==> src/rtl/m1rstreq.sv <==
// Reset-request generator: merges debounced button, soft request and watchdog
// timeout into one fixed-length trigger_reset pulse plus a hold-off window.
module m1rstreq #(
  parameter logic [19:0] DEB_CYCLES = 20'd1000000,
  parameter int          WDT_WIDTH  = 32,
  parameter int          PULSE_LEN  = 16,
  parameter int          HOLDOFF    = 256
) (
  input  logic                 sys_clk,
  input  logic                 sys_rst_n,
  input  logic                 btn_n,
  input  logic                 soft_req,
  input  logic                 wdt_en,
  input  logic                 wdt_kick,
  input  logic [WDT_WIDTH-1:0] wdt_load,
  input  logic                 cause_clr,
  output logic                 trigger_reset,
  output logic [2:0]           reset_cause,
  output logic [WDT_WIDTH-1:0] wdt_count
);

  localparam int MAXC = (PULSE_LEN > HOLDOFF) ? PULSE_LEN : HOLDOFF;
  localparam int CW   = $clog2(MAXC) + 1;
  localparam logic [CW-1:0] PULSE_LAST = CW'(PULSE_LEN - 1);
  localparam logic [CW-1:0] HOLD_LAST  = CW'(HOLDOFF - 1);

  typedef enum logic [1:0] {
    IDLE,
    PULSE,
    HOLD
  } state_t;

  // ---------------- button synchronizer and debouncer ----------------
  logic        btn_s1;
  logic        btn_s2;
  logic        btn_deb;
  logic        btn_evt;
  logic [19:0] deb_cnt;

  always_ff @(posedge sys_clk or negedge sys_rst_n) begin
    if (!sys_rst_n) begin
      btn_s1  <= 1'b1;
      btn_s2  <= 1'b1;
      btn_deb <= 1'b1;
      deb_cnt <= '0;
      btn_evt <= 1'b0;
    end else begin
      btn_s1  <= btn_n;
      btn_s2  <= btn_s1;
      btn_evt <= 1'b0;
      if (btn_s2 == btn_deb) begin
        deb_cnt <= '0;
      end else if (deb_cnt == DEB_CYCLES - 20'd1) begin
        // Accept the new level; only the press edge (going low) is an event.
        deb_cnt <= '0;
        btn_deb <= btn_s2;
        btn_evt <= ~btn_s2;
      end else begin
        deb_cnt <= deb_cnt + 20'd1;
      end
    end
  end

  // ---------------- watchdog ----------------
  logic wdt_evt;

  always_ff @(posedge sys_clk or negedge sys_rst_n) begin
    if (!sys_rst_n) begin
      wdt_count <= '1;
      wdt_evt   <= 1'b0;
    end else begin
      wdt_evt <= 1'b0;
      if (!wdt_en || wdt_kick) begin
        wdt_count <= wdt_load;
      end else if (wdt_count == '0) begin
        wdt_evt   <= 1'b1;
        wdt_count <= wdt_load;
      end else begin
        wdt_count <= wdt_count - WDT_WIDTH'(1);
      end
    end
  end

  // ---------------- pulse / hold-off FSM ----------------
  state_t        state;
  state_t        state_next;
  logic [CW-1:0] cnt;
  logic [CW-1:0] cnt_next;
  logic          trig_next;
  logic [2:0]    cause_next;
  logic [2:0]    new_bits;

  assign new_bits = {wdt_evt, soft_req, btn_evt};

  always_ff @(posedge sys_clk or negedge sys_rst_n) begin
    if (!sys_rst_n) begin
      state         <= IDLE;
      cnt           <= '0;
      trigger_reset <= 1'b0;
      reset_cause   <= 3'b000;
    end else begin
      state         <= state_next;
      cnt           <= cnt_next;
      trigger_reset <= trig_next;
      reset_cause   <= cause_next;
    end
  end

  always_comb begin
    state_next = state;
    cnt_next   = cnt;
    trig_next  = 1'b0;
    cause_next = cause_clr ? 3'b000 : reset_cause;
    case (state)
      IDLE: begin
        if (|new_bits) begin
          // Clear and new bits in one cycle: the new set replaces the old.
          state_next = PULSE;
          cnt_next   = '0;
          trig_next  = 1'b1;
          cause_next = cause_next | new_bits;
        end
      end
      PULSE: begin
        if (cnt == PULSE_LAST) begin
          state_next = HOLD;
          cnt_next   = '0;
        end else begin
          cnt_next  = cnt + CW'(1);
          trig_next = 1'b1;
        end
      end
      HOLD: begin
        if (cnt == HOLD_LAST) begin
          state_next = IDLE;
          cnt_next   = '0;
        end else begin
          cnt_next = cnt + CW'(1);
        end
      end
      default: begin
        state_next = IDLE;
        cnt_next   = '0;
      end
    endcase
  end

endmodule
==> config.mk <==
export PLATFORM = sky130hd
export DESIGN_NAME = m1rstreq
export DESIGN_NICKNAME = d
export VERILOG_FILES = /design/src/rtl/m1rstreq.sv
export SDC_FILE = /design/constraint.sdc
export NUM_CORES = 1
export LEC_CHECK = 0
export BUFFER_PORTS_ARGS = -buffer_cell sky130_fd_sc_hd__buf_2
export CAP_MARGIN = 20
export CORE_ASPECT_RATIO = 1.75
export CORE_MARGIN = 1
export CORE_UTILIZATION = 36
export CTS_CLUSTER_DIAMETER = 200
export DETAILED_ROUTE_END_ITERATION = 7
export SYNTH_ARGS = -nofsm -noshare
export SYNTH_HDL_FRONTEND = slang
export SYNTH_SLANG_ARGS = --single-unit
==> constraint.sdc <==
create_clock -name sys_clk -period 2.2 [get_ports sys_clk]
set_clock_uncertainty 0.1 [all_clocks]
set_input_delay 0.22 -clock sys_clk [delete_from_list [all_inputs] [get_ports sys_clk]]
set_output_delay 0.22 -clock sys_clk [all_outputs]
set_load 0.02 [all_outputs]
**Word level (Yosys, flattened, before mapping)**

Index checks and enable logic that the tools add are counted.

- Flip-flop bits (word level): 72
- Input port bits: 39
- Output and inout port bits: 36
- Word-level logic and storage cells: 55

- Add/subtract/negate cells: 3
- Equality and inequality tests: 9
- Mux-type cells: 22
- Bitwise gates (word level): 3
- Reductions and logical operators: 7

Operators with widths:

| cell | count |
|---|---|
| 32-bit 2-to-1 mux | 2 |
| 20-bit 2-to-1 mux | 2 |
| 32-bit logical NOT | 1 |
| 32-bit by 1-bit subtractor with 32-bit output, second input constant | 1 |
| 9-bit 2-to-1 mux | 3 |
| 9-bit one-hot mux with 3 select lines | 1 |
| 20-bit by 1-bit adder with 20-bit output, second input constant | 1 |
| 20-bit equality test, second input constant | 1 |
| 9-bit by 1-bit adder with 9-bit output, second input constant | 1 |
| 9-bit by 4-bit equality test with 1-bit output, second input constant | 1 |
| 9-bit by 8-bit equality test with 1-bit output, second input constant | 1 |
| 3-bit 2-to-1 mux | 3 |
| 1-bit 2-to-1 mux | 6 |
| 2-bit 2-to-1 mux | 3 |
| 2-bit != test, second input constant | 3 |
| 2-bit one-hot mux with 3 select lines | 1 |
| 3-bit bitwise OR | 1 |
| 3-bit AND reduction | 1 |
| 3-bit OR reduction | 1 |
| 2-bit by 1-bit equality test with 1-bit output, second input constant | 1 |
| 2-bit equality test, second input constant | 1 |
| 2-bit logical NOT | 1 |
| 1-bit inverter | 2 |
| 1-bit one-hot mux with 2 select lines | 1 |
| 4 further kinds | 4 |

**Longest topological paths before layout**

Gate-level depths: netlist of run 1.

- Word-level depth: 4
- Mapped depth: 8
- Gate-level depth less buffers: 8

**Worst setup path after synthesis of run 1**

No wires, ideal clock.

- Path kind: reg2reg
- Start: register wdt_count[15]
- End: register wdt_count[19]
- Library setup time: 0.087 ns
- Arrival: 2.077 ns
- Data required time: 2.013 ns
- Setup slack: -0.064 ns
- Cell stages (with the launch flop): 8
- Path buffers: 2
- Clock period less this slack: 2.264 ns
- Cells stage by stage: dfstp_2 -> or4_1 -> buf_2 -> nor4_4 -> a31oi_2 -> clkbuf_1 -> nor2_1 -> a31oi_1

- Longest elaborated chain between the ends: 3
- Elaborated cells on any way between the ends: 4
- Classes of those cells: add/sub (1); mux (2); reduce/logical (1)

RTL lines:

| item | line | source |
|---|---|---|
| start: declaration | 19 | `output logic [WDT_WIDTH-1:0] wdt_count` |
| start signal: assignment | 74 | `wdt_count <= wdt_load;` |
| start signal: assignment | 77 | `wdt_count <= wdt_load;` |
| start signal: assignment | 79 | `wdt_count <= wdt_count - WDT_WIDTH'(1);` |
| 32-bit by 1-bit subtractor with 32-bit output / 32-bit logical NOT (equally long branches) | 79, 75 |  |
| 32-bit 2-to-1 mux (*) | 75 | `end else if (wdt_count == '0) begin` |
| 32-bit 2-to-1 mux (*) | 73 | `if (!wdt_en \|\| wdt_kick) begin` |

Mark *: on every way between the ends. The rest lies on a longest branch, timed or not.
A chain may end at the register's enable or synchronous reset.

**Final worst setup path of run 1**

- Start: register wdt_count[11]
- End: register wdt_count[22]

The elaborated chain is that of the path after synthesis.

==> out/results.tsv, run 1 <==
metric	value	unit
Ys Warns	0	
Longest Clk Path Bufs	2	
Avg Cell Area, Syn	9.67	um^2
DR WL/cell	14.7	um
I/O pin count	75	
Core Area	0.00991	mm^2
htree depth	3	
FP Rows	48	
crit share post-route	1.00	
post-route ant nets	0	
post-layout min period	2.21	ns
ant diodes	0	
Critical Path AT	2.38	ns
combinational power share	0.200	
Net Switching	1.10	mW
largest net degree at the start of global routing	73	
DR vias/cell	4.99	
worst hold path type	input port to register	
Max transition margin	0.730	
Synthesized Nets	431	
# setup viols final	1	
GPL Wtd Cong	0.769	
worst setup margin	-0.00860	ns
Root Buffer	clkbuf_16	
Slew @ Worst Pin	0.401	ns
Util after Layout	0.498	
vias in the first global route	3279	
first-pass GRT wire length	15.2	mm
post-synthesis cell type count	37	
CTS Sinks	72	
Num CTS Buffers	9	
synthesized area	0.00370	mm^2
Final TNS setup	-0.00860	ns
register area share after synthesis	0.498	
die area	0.0107	mm^2
pwr/cell area	788	mW/mm^2
asr flop ratio synth	1.00	
CTS tree	built	
Worst-path clk slew	0.06	ns
critical path required time	2.37	ns
Cell Int Power	2.78	mW
total wire length	9.20	mm
post-DP HPWL	6.76	mm
Initial DRC Count	98	
Clock Latency Late Sink	0.34	ns
die height	136	um
max frequency	0.453	GHz
clock power share	0.397	
RSZ-0062 raised after global routing	true	
gr usage total	0.187	
via count	3118	
synth-to-layout area growth	33.1	%
nets	543	
commonest non-fill, non-tap cell in the layout	buf_2	
initial core utilization	0.374	
layout cells sized above 1	0.370	
Flop pwr share	0.403	
Post-synth EDFFs	0	
Die Wd	78.7	um
GRT overflow	0	
sw frac	0.284	
CP Capture Type	register	
Primary FF master, synth	dfrtp_1	
final hold violation count	0	
VDD IR-drop max	0.000441	V
DRC viols	0	
number of buffers added on ports	74	
synthesis-stage register bit count	72	
initial antenna violation count	0	
critical path class	register to register	
CP Launch Type	register	
LEAKAGE	2.08	nW
Syn Inst Count	383	
crit-path max FO	4	
length of the first detailed-routing pass in iterations	5	
Slew Viols, Final	0	
max-cap viol count	0	
status	complete, but fails checks	
most frequent cells in the layout	buf_2, nor2_1, dfrtp_1	
failing checks	negative setup slack	
-- metrics by stage --
step / hold WS, ns / instance area [um^2] / std cells / worst slack, ns / power [mW]
floorplan: -0.176 / 3730 / 383 / 0.0326 / 1.99
global placement: 0.178 / 4480 / 603 / 0.00816 / 2.32
detailed placement: 0.178 / 4480 / 603 / -0.00964 / 2.34
finish: 0.0161 / 4930 / 625 / -0.00860 / 3.88
CTS: 0.000994 / 4860 / 625 / 0.00498 / 3.92
global route: 0.0175 / 4930 / 625 / -0.0629 / 4.08
-- power groups by stage --
stage | sequential, mW | clock (mW) | combinational [mW]
2_1_floorplan | 1.66 | 0 | 0.330
3_3_place_gp | 1.58 | 0 | 0.743
3_5_place_dp | 1.58 | 0 | 0.755
4_1_cts | 1.56 | 1.59 | 0.769
5_1_grt | 1.58 | 1.63 | 0.869
6_report | 1.56 | 1.54 | 0.777
-- area by class of cell --
class | instances | area [um^2]
fillers | 954 | 4980
multi-input cells | 289 | 1860
flip-flops and latches | 72 | 1850
repair buffers | 111 | 708
clock buffers | 12 | 268
well taps | 125 | 156
clock inverters | 4 | 48.8
inverters | 12 | 45.0
-- final timing paths --
kind / cells after the start / from / slack (ns) / to
worst min register to register: 0 / btn_s1 / 0.26 / btn_s2
worst max register to register: 5 / wdt_count[11] / -0.009 / wdt_count[22]
max in group asynchronous: 3 / sys_rst_n / 1.32 / wdt_count[14]
worst max-delay path: 5 / wdt_count[11] / -0.009 / wdt_count[22]
worst min-delay path: 3 / wdt_load[5] / 0.02 / wdt_count[5]
min in group asynchronous: 3 / sys_rst_n / 0.33 / reset_cause[1]
-- routing by layer --
metal / track usage / wire length, um / part of all wire
met2: 0.359 / 5180 / 0.56
met4: 0.0854 / 233 / 0.025
met3: 0.0436 / 353 / 0.038
met5: 0 / 0 / 0
met1: 0.185 / 3430 / 0.37
-- state kept, by name (all words and copies together) (netlist names) --
signal	flops
wdt_count	32
deb_cnt	20
cnt	9
reset_cause	3
state	2
btn_deb	1
btn_evt	1
btn_s1	1
btn_s2	1
trigger_reset	1
wdt_evt	1
-- critical path, cell delays in order (launching register included) --
cell and delay [ns]:
dfstp_2 0.37, or4_4 0.57, or4_4 0.58, nor4_4 0.25, xnor2_1 0.13, a21oi_2 0.14
-- timing repair --
item / 4_1_cts / 5_1_grt
pin swaps: 0 / 7
endpoints found under the setup margin: 1 / 32
hold buffers: 6 / 0
setup buffers: 0 / 0
endpoints found under the hold margin: 44 / 0
resized for setup: 1 / 18
-- kinds of logic after synthesis --
| kind of cell | Yosys count | synth area share |
|---|---|---|
| AOI/OAI and AO/OA | 46 | 0.0706 |
| DFF | 72 | 0.498 |
| and+or+nand+nor | 179 | 0.245 |
| buffers and inverters | 22 | 0.0243 |
| muxes | 3 | 0.00912 |
| adders and majority gates | 9 | 0.0304 |
| xor gates and xnor gates | 52 | 0.123 |
-- Yosys cell counts (2+ instances only) --
cell type,count,area [um^2]
ha_1,9,113
mux2_2,2,22.5
nor3_1,12,60.1
buf_2,6,30.0
nand3_1,23,115
nor4_4,2,42.5
dfrtp_1,37,926
nand4_1,7,43.8
clkbuf_1,4,15.0
nor4b_1,3,26.3
o21ai_0,9,45.0
nor3b_1,2,15.0
nor4_1,8,50.1
or3_1,4,25.0
and4_1,3,26.3
nand2_1,21,78.8
nor2_1,74,278
or2_2,3,18.8
a21oi_2,3,26.3
a21oi_1,26,130
and3_1,5,31.3
dfstp_2,35,920
a31oi_1,3,18.8
xor2_1,26,228
xnor2_1,26,228
inv_1,12,45.0
o31ai_1,2,15.0
or4_1,7,52.6
No activity file was read; power rests on OpenSTA's default activity.
==> run 2: changes to the inputs <==
--- a/config.mk
+++ b/config.mk
@@ -6,12 +6,12 @@
 export NUM_CORES = 1
 export LEC_CHECK = 0
 export BUFFER_PORTS_ARGS = -buffer_cell sky130_fd_sc_hd__buf_2
-export CAP_MARGIN = 20
+export CAP_MARGIN = 10
 export CORE_ASPECT_RATIO = 1.75
-export CORE_MARGIN = 1
-export CORE_UTILIZATION = 36
+export CORE_UTILIZATION = 45
 export CTS_CLUSTER_DIAMETER = 200
 export DETAILED_ROUTE_END_ITERATION = 7
+export PLACE_DENSITY = 0.7
 export SYNTH_ARGS = -nofsm -noshare
 export SYNTH_HDL_FRONTEND = slang
 export SYNTH_SLANG_ARGS = --single-unit
==> run 2 against run 1 <==
  * The run ends with design-rule violations left
  * Hold slack gained 0.00064 ns
  * Sequential share of layout area grew 0.83 points
  * Combinational power shrank 6.8%
  * Critical path depth is the same
  * Routed wire length shrank 5.4%
  * Register-to-register slack gained 0.08 ns
  * First-iteration DRC count grew 77%
  * Die area shrank 20%
  * Utilization grew 11 points
  * Critical path type unchanged
  * Critical endpoint is now wdt_count[24]
  * Highest routed layer unchanged
==> out/results.tsv, run 2 (synthesized netlist as in run 1, its figures left out) <==
metric	value	unit
status	complete, but fails checks	
failing checks	design-rule violations	
Longest Clk Path Bufs	2	
post-DP HPWL	6.23	mm
CTS tree	built	
Buf/Inv on CP	0	
RSZ-0062 raised after global routing	true	
initial core utilization	0.465	
Worst-path clk slew	0.05	ns
critical path required time	2.36	ns
first-pass GRT wire length	14.0	mm
Hold Slack	0.0168	ns
total power	3.92	mW
critical register-to-register path startpoint	wdt_count[15]	
die area	0.00861	mm^2
Critical Path Stages	5	
r2r endpoint	wdt_count[24]	
crit-path max FO	4	
Num CTS Buffers	9	
GRT overflow	0	
dpl cell area	0.00440	mm^2
Max transition margin	0.743	
design area	0.00482	mm^2
pwr/cell area	813	mW/mm^2
die height	122	um
GPL Wtd Cong	0.796	
CP cell instances	or4_4 > or4_4 > nor3_2 > xnor2_1 > a21oi_2	
final hold violation count	0	
Min-Delay Endpoint	wdt_count[1]	
synth-to-layout area growth	30.2	%
DR WL/cell	14.9	um
htree depth	3	
CP Capture Type	register	
DRC viols	7	
Initial DRC Count	173	
Core Area	0.00796	mm^2
placed cells	564	
Finished Layout Cells	583	
Util after Layout	0.606	
R2R setup slack	0.07	ns
# setup viols final	0	
Root Buffer	clkbuf_16	
WHS Path Cells	3	
crit share post-route	0.968	
largest net degree at the start of global routing	73	
Critical Path AT	2.29	ns
most frequent cells in the layout	nor2_1, buf_2, dfrtp_1	
CP Launch Type	register	
initial antenna violation count	0	
Crit-path slowest cell	or4_4	
layout cells sized above 1	0.351	
DR vias/cell	5.26	
vias in the first global route	3124	
most frequent CP cell	or4_4	
CP max stage delay	0.58	ns
total wire length	8.71	mm
worst hold path type	input port to register	
Slew @ Worst Pin	0.383	ns
number of buffers added on ports	74	
CTS Sinks	72	
Slew Viols, Final	0	
Die Wd	70.6	um
DP Worst Slack	0.0223	ns
length of the first detailed-routing pass in iterations	6	
FF-to-FF path depth	5	
Clock Latency Late Sink	0.33	ns
max frequency	0.470	GHz
FP Rows	43	
Final TNS setup	0	ns
ant diodes	0	
layout filler cell count	687	
post-layout min period	2.13	ns
worst setup margin	0.0705	ns
VDD IR-drop max	0.000523	V
nets	536	
top flop regs	wdt_count (32), deb_cnt (20), cnt (9)	
max FFs per register	32	
max-cap viol count	0	
LEAKAGE	2.05	nW
post-route ant nets	0	
Reg with most FFs	wdt_count	
via count	3067	
critical path class	register to register	
Worst path top cell family by delay	simple AND/OR/NAND/NOR gates	
Hold Path Origin	wdt_load[1]	
I/O pin count	75	
gr usage total	0.212	
==> run 2: what timing repair did <==
action / CTS / global route
pin swaps: 0 / 10
setup buffers: 0 / 0
endpoints found under the setup margin: 1 / 11
resized for setup: 1 / 10
hold buffers: 3 / 0
endpoints found under the hold margin: 39 / 0
==> run 2: cell type report <==
cell class,instances,area [um^2],area share
Clock buffer,10,229,0.0475
Clock inverter,6,108,0.0223
Inverter,12,45.0,0.00934
Multi-Input combinational cell,289,1840,0.381
Sequential cell,72,1850,0.383
Tap cell,90,113,0.0233
Timing Repair Buffer,104,644,0.134
==> run 2: worst max-delay path by stage <==
stage / startpoint / to
CTS: wdt_count[11] / wdt_count[22]
global route: wdt_count[1] / wdt_count[9]
detailed placement: wdt_count[11] / wdt_count[21]
finish: wdt_count[15] / wdt_count[24]
floorplan: wdt_count[1] / wdt_count[9]
global placement: wdt_count[11] / wdt_count[24]
==> run 2: worst register-to-register path: stages (launching register included) <==
cell and delay [ns]:
dfstp_2 0.37, or4_4 0.56, or4_4 0.58, nor3_2 0.19, xnor2_1 0.10, a21oi_2 0.15
==> run 2: power breakdown <==
part / leakage [nW] / internal (mW) / switching, mW / total (mW)
logic: 1.01 / 0.295 / 0.429 / 0.724
registers: 0.876 / 1.47 / 0.0926 / 1.56
clock network: 0.164 / 1.10 / 0.534 / 1.64
total: 2.05 / 2.87 / 1.06 / 3.92
==> run 2: metal layers <==
layer	track usage	share of wire
met1	0.220	0.40
met2	0.404	0.55
met3	0.0554	0.039
met4	0.0750	0.014
met5	0	0
